**src/rtl/game_countdown_timer.sv**
```systemverilog
// game_countdown_timer
//   Counts a loaded number of whole seconds down to zero on the 60 Hz game
//   clock and flags time-up to the game FSM. The game controller loads,
//   starts, pauses and aborts it; display and sound logic consume
//   seconds_left, warning and time_up_pulse.
//
// Optional feature macro: TIME_BONUS_EN
//   When defined, adds bonus/bonus_value ports that add time (saturating at
//   MAX_SECONDS) while RUNNING or PAUSED.
//
// Ports:
//   clk_game       in   60 Hz game clock
//   reset_n        in   asynchronous active-low reset
//   load           in   pulse: load load_value (saturated), enter IDLE
//   load_value     in   [7:0] seconds to load
//   start          in   pulse: start from IDLE or resume from PAUSED
//   pause          in   pulse: freeze countdown while RUNNING
//   abort          in   pulse: clear to IDLE with zero seconds
//   bonus          in   pulse: add bonus_value seconds (TIME_BONUS_EN only)
//   bonus_value    in   [3:0] seconds to add (TIME_BONUS_EN only)
//   seconds_left   out  [7:0] remaining whole seconds
//   state          out  [1:0] IDLE=0, RUNNING=1, PAUSED=2, EXPIRED=3
//   running        out  state == RUNNING
//   warning        out  low-time indicator while RUNNING/PAUSED
//   time_up        out  level, state == EXPIRED
//   time_up_pulse  out  one-cycle pulse on entry to EXPIRED

module game_countdown_timer #(
  parameter int unsigned TICKS_PER_SEC = 60,
  parameter int unsigned MAX_SECONDS   = 99,
  parameter int unsigned WARN_SECONDS  = 10
) (
  input  logic       clk_game,
  input  logic       reset_n,
  input  logic       load,
  input  logic [7:0] load_value,
  input  logic       start,
  input  logic       pause,
  input  logic       abort,
`ifdef TIME_BONUS_EN
  input  logic       bonus,
  input  logic [3:0] bonus_value,
`endif
  output logic [7:0] seconds_left,
  output logic [1:0] state,
  output logic       running,
  output logic       warning,
  output logic       time_up,
  output logic       time_up_pulse
);

  localparam int unsigned TICK_W = (TICKS_PER_SEC > 1) ? $clog2(TICKS_PER_SEC) : 1;
  localparam logic [TICK_W-1:0] TICK_LAST = TICK_W'(TICKS_PER_SEC - 1);
  localparam logic [7:0] MAX_S  = 8'(MAX_SECONDS);
  localparam logic [8:0] MAX_S9 = 9'(MAX_SECONDS);
  localparam logic [7:0] WARN_S = 8'(WARN_SECONDS);

  typedef enum logic [1:0] {
    S_IDLE    = 2'd0,
    S_RUNNING = 2'd1,
    S_PAUSED  = 2'd2,
    S_EXPIRED = 2'd3
  } state_t;

  state_t              state_q, state_d;
  logic [7:0]          secs_q, secs_d;
  logic [TICK_W-1:0]   tick_q, tick_d;
  logic                pulse_q, pulse_d;

  logic                bonus_act;
  logic [3:0]          bonus_amt;
  logic [7:0]          load_sat;
  logic [7:0]          secs_dec;
  logic                wrap;

`ifdef TIME_BONUS_EN
  assign bonus_act = bonus;
  assign bonus_amt = bonus_value;
`else
  assign bonus_act = 1'b0;
  assign bonus_amt = '0;
`endif

  // Sum is formed 9 bits wide so 255+15 style overflow can never wrap
  // before the MAX_SECONDS clamp.
  function automatic logic [7:0] sat_add(input logic [7:0] base, input logic [3:0] amt);
    logic [8:0] sum9;
    sum9 = {1'b0, base} + {5'b0, amt};
    return (sum9 > MAX_S9) ? MAX_S : sum9[7:0];
  endfunction

  assign load_sat = (load_value > MAX_S) ? MAX_S : load_value;
  assign secs_dec = (secs_q != '0) ? (secs_q - 8'd1) : '0;
  assign wrap     = (tick_q == TICK_LAST);

  always_ff @(posedge clk_game or negedge reset_n) begin
    if (!reset_n) begin
      state_q <= S_IDLE;
      secs_q  <= '0;
      tick_q  <= '0;
      pulse_q <= 1'b0;
    end else begin
      state_q <= state_d;
      secs_q  <= secs_d;
      tick_q  <= tick_d;
      pulse_q <= pulse_d;
    end
  end

  always_comb begin
    state_d = state_q;
    secs_d  = secs_q;
    tick_d  = tick_q;
    pulse_d = 1'b0;

    if (load) begin
      secs_d  = load_sat;
      tick_d  = '0;
      state_d = S_IDLE;
    end else if (abort) begin
      secs_d  = '0;
      tick_d  = '0;
      state_d = S_IDLE;
    end else begin
      unique case (state_q)
        S_IDLE: begin
          if (start) begin
            if (secs_q != '0) begin
              state_d = S_RUNNING;
              tick_d  = '0;
            end else begin
              state_d = S_EXPIRED;
              pulse_d = 1'b1;
            end
          end
        end

        S_RUNNING: begin
          if (pause) begin
            // Tick is held so the partial second survives the pause.
            state_d = S_PAUSED;
            if (bonus_act) secs_d = sat_add(secs_q, bonus_amt);
          end else if (wrap) begin
            tick_d = '0;
            secs_d = bonus_act ? sat_add(secs_dec, bonus_amt) : secs_dec;
            if (secs_d == '0) begin
              state_d = S_EXPIRED;
              pulse_d = 1'b1;
            end
          end else begin
            tick_d = tick_q + 1'b1;
            if (bonus_act) secs_d = sat_add(secs_q, bonus_amt);
          end
        end

        S_PAUSED: begin
          if (start) state_d = S_RUNNING;
          if (bonus_act) secs_d = sat_add(secs_q, bonus_amt);
        end

        S_EXPIRED: begin
          secs_d = '0;
          tick_d = '0;
        end

        default: begin
          state_d = S_IDLE;
          secs_d  = '0;
          tick_d  = '0;
        end
      endcase
    end
  end

  assign seconds_left  = secs_q;
  assign state         = state_q;
  assign running       = (state_q == S_RUNNING);
  assign time_up       = (state_q == S_EXPIRED);
  assign time_up_pulse = pulse_q;
  assign warning       = ((state_q == S_RUNNING) || (state_q == S_PAUSED)) &&
                         (secs_q != '0) && (secs_q <= WARN_S);

`ifndef SYNTHESIS
  a_no_double_pulse: assert property (@(posedge clk_game) disable iff (!reset_n)
    time_up_pulse |=> !time_up_pulse);
  a_secs_max: assert property (@(posedge clk_game) disable iff (!reset_n)
    seconds_left <= MAX_S);
`endif

endmodule

```
**config.mk**
```make
export PLATFORM = sky130hd
export DESIGN_NAME = game_countdown_timer
export DESIGN_NICKNAME = d
export VERILOG_FILES = /design/src/rtl/game_countdown_timer.sv
export SDC_FILE = /design/constraint.sdc
export NUM_CORES = 1
export LEC_CHECK = 0
export BUFFER_PORTS_ARGS = -buffer_cell sky130_fd_sc_hd__buf_2
export CORE_UTILIZATION = 49
export CTS_BUF_LIST = sky130_fd_sc_hd__clkbuf_8
export DETAILED_ROUTE_END_ITERATION = 12
export GPL_TIMING_DRIVEN = 0
export PLACE_DENSITY = 0.75
export SLEW_MARGIN = 5
export SYNTH_ARGS = -nofsm -noshare
export SYNTH_HDL_FRONTEND = slang
export SYNTH_SLANG_ARGS = --single-unit
```
**constraint.sdc**
```tcl
create_clock -name clk_game -period 2.3 [get_ports clk_game]
set_input_delay 0.345 -clock clk_game [delete_from_list [all_inputs] [get_ports clk_game]]
set_output_delay 0.345 -clock clk_game [all_outputs]
set_load 0.03 [all_outputs]
```
==> implementation parameters <==
Parameter                              Value

Drt
  Uppermost layer routed ... met4
  Via/cell ratio ... around 6
  Drt initial violations ... slightly below 50
  Detailed-routing iteration count for the pre-antenna-repair pass ... 4
  DR WL/cell ... around 15 um
  Post-Route WL ... 3.333 mm
  Routed met1 length ... ~1.5 mm
  Amount of wire on met3 after detailed routing ... 185 um
  Count of vias placed by the detailed router ... approximately 1300
  Routed length on met2 ... between 1.5 and 2 mm
  Remaining antenna violation count after routing ... 0
  DRC errors left ... 0

Clocking
  Clock tree from TritonCTS ... yes
  Insertion delay of the later-clocked pin in the worst-skew pair ... between 0.2 and 0.3 ns
  Sink Count ... 17
  Cts bufs inserted ... 3
  Root buffer cell ... clkbuf_8
  CTS Hold Bufs ... 0
  Count of H-tree levels built during CTS ... 1
  Clock input transition at the sequential cells of the worst setup and hold paths ... 0.07 ns
  Buffers from clock root to sink, at most ... 2

Floorplanning
  Chip height ... between 50 and 60 um
  Die ar. ... 2903 sq um
  Core area ... between 2000 and 2500 sq um
  Row count ... 18
  Count of pins on the block boundary ... 28
  Die outline width ... ~54 um
  Effective utilization at floorplan ... 0.5275

Timing
  Post-Route Skew ... between 0.0015 and 0.002 ns
  Final Cycle Share ... 0.9559
  Setup TNS ... 0 ns
  Number of setup violations in the final report ... 0
  Worst Max-Slew Pin Slew ... 0.5268 ns
  Max-slew headroom at the worst pin ... 0.6481
  Time the final worst path needs with I/O delays and setup ... between 2 and 2.5 ns
  Max Freq ... around 450 MHz
  Hold Fails Final Rpt ... 0
  Worst setup margin ... 0.1014 ns
  Total count of max-transition violations in the final report ... 0

Worst setup path
  Crit-path max FO ... 10
  Crit path launch type ... register
  Worst endpoint data arrival time ... around 2.4 ns
  Required time at the endpoint of the critical path ... 2.47 ns
  Type of the worst setup path ... reg -> reg
  Endpoint kind of the worst setup timing path ... register

Power and ir drop
  Proportion of power drawn by combinational gates ... 0.344
  Leak pwr ... slightly above 0.0007 uW
  Internal portion of total power ... approximately 560 uW
  Worst voltage drop across the vdd grid ... a little over 0.4 mV
  Fraction of power spent switching nets ... 0.3640
  Part of the total power dissipated in sequential elements ... 0.392
  Overall power of the completed layout ... a little under 900 uW
  Clock share of power ... 0.264
  PD cells ... 544.1 nW/um^2
  Switching power total ... roughly 320 uW

Synth
  Adder-Cell Fraction of Synth Area ... 0.06641
  Commonest register cell after synthesis ... dfrtp_1
  Cell taking the most area after synthesis ... dfrtp_1
  EDFF count, synth ... 0
  Post-synthesis xor/xnor area fraction ... 0.006641
  Cell area after synthesis ... between 1000 and 1500 sq um
  Unique cell type count in the Yosys netlist ... 42
  Mapped Nets ... around 180
  Top cells by instance count after synthesis ... nor2_1 (19), o21ai_0 (19), dfrtp_1 (17)
  Number of synthesized register bits ... 17
  Synthesized area divided by synthesized cell count ... approximately 8.5 sq um
  Complex-gate fraction of the synthesized area ... 0.2315
  Ranking of synthesized cells by area ... dfrtp_1 (32%), o21ai_0 (7.2%), ha_1 (6.6%)
  Part of the Yosys area used for sequential elements ... 0.3226
  Main combinational cell family by area after synthesis ... simple AND/OR/NAND/NOR gates
  Post-Synthesis Cells ... 155
  Share of the synthesized area in the top cell type ... 0.3226
  Async SR Flop Fraction ... 1.000
  Number of warnings issued by yosys ... 0
  Mux contribution to synthesized area ... 0.02277
  Basic-gate share of the synthesized area counting and, or, nand and nor cells ... 0.3065

Final layout
  Storage element area ... approximately 430 sq um
  Post-layout instance count excluding filler cells ... 220
  Count of fill cells added during filler insertion ... 217
  Layout Nets ... between 200 and 250
  Area taken by multi-input logic gates ... around 880 sq um
  Fraction of layout instances using a drive strength above 1 ... 0.3053
  Final antenna diode count ... 0
  Area delta synth->final ... 22.58%

Placement
  RePlAce Congestion ... approximately 0.86
  Worst slack, placed ... -0.2020 ns
  Sum of net half-perimeters after detailed placement ... approximately 2.4 mm
  Number of cells in the design after placement ... ~210
  Port bufs ... 27

Global routing
  GR Overflow Total ... 0
  Pin count of the biggest net entering global routing ... 18
  Wire length of the first global-routing pass ... roughly 5.3 mm
  Initial antenna violation count ... 0
  GR Util All Layers ... 0.2565
  Via count of the first global-routing pass ... about 1200

Status
  Result of the run ... complete, no violations

Worst hold path
  Type of the tightest min-delay check ... in -> async

Job
  Maximum capacitance violations ... 0
critical path, cell delays in order (launching register included):
cell	delay, ns
dfrtp_1	0.39
buf_6	0.15
or4_4	0.56
nor2_4	0.15
mux2i_1	0.19
nand4_1	0.15
a21o_1	0.25
a221oi_2	0.27
path summary, 6_finish.rpt:
| check | depth (start not counted) | to | startpoint | slack [ns] |
|---|---|---|---|---|
| setup / recovery | 7 | state[1] | seconds_left[3] | 0.10 |
| hold / removal | 1 | seconds_left[2] | reset_n | 0.0005 |
| setup reg to reg | 7 | state[1] | seconds_left[3] | 0.10 |
| hold reg to reg | 1 | tick_q[5] | tick_q[5] | 0.49 |
| max in group asynchronous | 1 | seconds_left[0] | reset_n | 2.00 |
| min in group clk_game | 3 | seconds_left[0] | load_value[0] | 0.34 |
per-layer routing:
metal | vias up | GRT usage
met1 | 641 | 0.3574
met2 | 55 | 0.3889
met5 | - | 0
met4 | 0 | 0.1316
met3 | 7 | 0.02825
li1 | 641 | -
cells by family (layout without fill, tap and decap cells):
logic type               after synthesis  after routing
flip-flops                            17             17
multiplexers                           3              3
AND/OR/NAND/NOR                       70             70
adder cells (fa/ha/maj)                7              7
XOR/XNOR                               1              1
AO/OA/AOI/OAI                         46             46
buffers and inverters                 11             46
state kept, by name, summed over array words and instances, names as in the netlist:
signal         cells
tick_q             6
time_up_pulse      1
seconds_left       8
state              2
layout by cell type, fill, tap and decap left out, types with 2 or more instances in the layout:
master and count:
o21ai_1 4, or3_1 2, dfrtp_1 16, o21ai_0 19
nand3_1 6, mux2i_1 3, inv_1 5, o311ai_0 4
nor2_1 19, nand2_1 11, a211oi_2 3, buf_6 2
buf_2 28, or2_2 2, clkbuf_8 3, nor3b_1 4
buf_4 5, nand4_1 2, nand2b_1 4, a21oi_1 3
nor2b_1 5, nor4b_1 2, a221oi_2 2, o31ai_1 4
ha_1 6
cell type report:
cell class                 count  area share
timing repair buffer          32      0.1068
clock inverter                 1    0.003096
clock buffer                   3     0.02554
inverter                       6     0.01393
multi-input combinational    127      0.5441
buffer                         4     0.01935
sequential                    17      0.2639
tap                           30     0.02322
metrics by stage:
step / hold slack (ns) / utilization / area [sq um]
detailed placement: 0.2934 / 0.6001 / 1500
global placement: 0.2835 / 0.6001 / 1500
finish: 0.0005215 / 0.6466 / 1617
global route: 0.03505 / 0.6466 / 1617
CTS: 0.01359 / 0.6326 / 1582
floorplan: 0.04941 / - / 1328
power by group through the flow:
stage / Combinational, uW / Clock, uW / Sequential [uW]
finish: 302 / 232 / 345
global route: 327 / 245 / 349
CTS: 291 / 235 / 338
detailed placement: 276 / 0 / 344
global placement: 270 / 0 / 342
floorplan: 167 / 0 / 374
repair_timing:
item	4_1_cts	5_1_grt
setup endpoints to repair	9	15
resized for setup	3	5
setup buffers	3	2
pin swaps	1	1
Note: power is estimated with default switching activity, not from simulation.
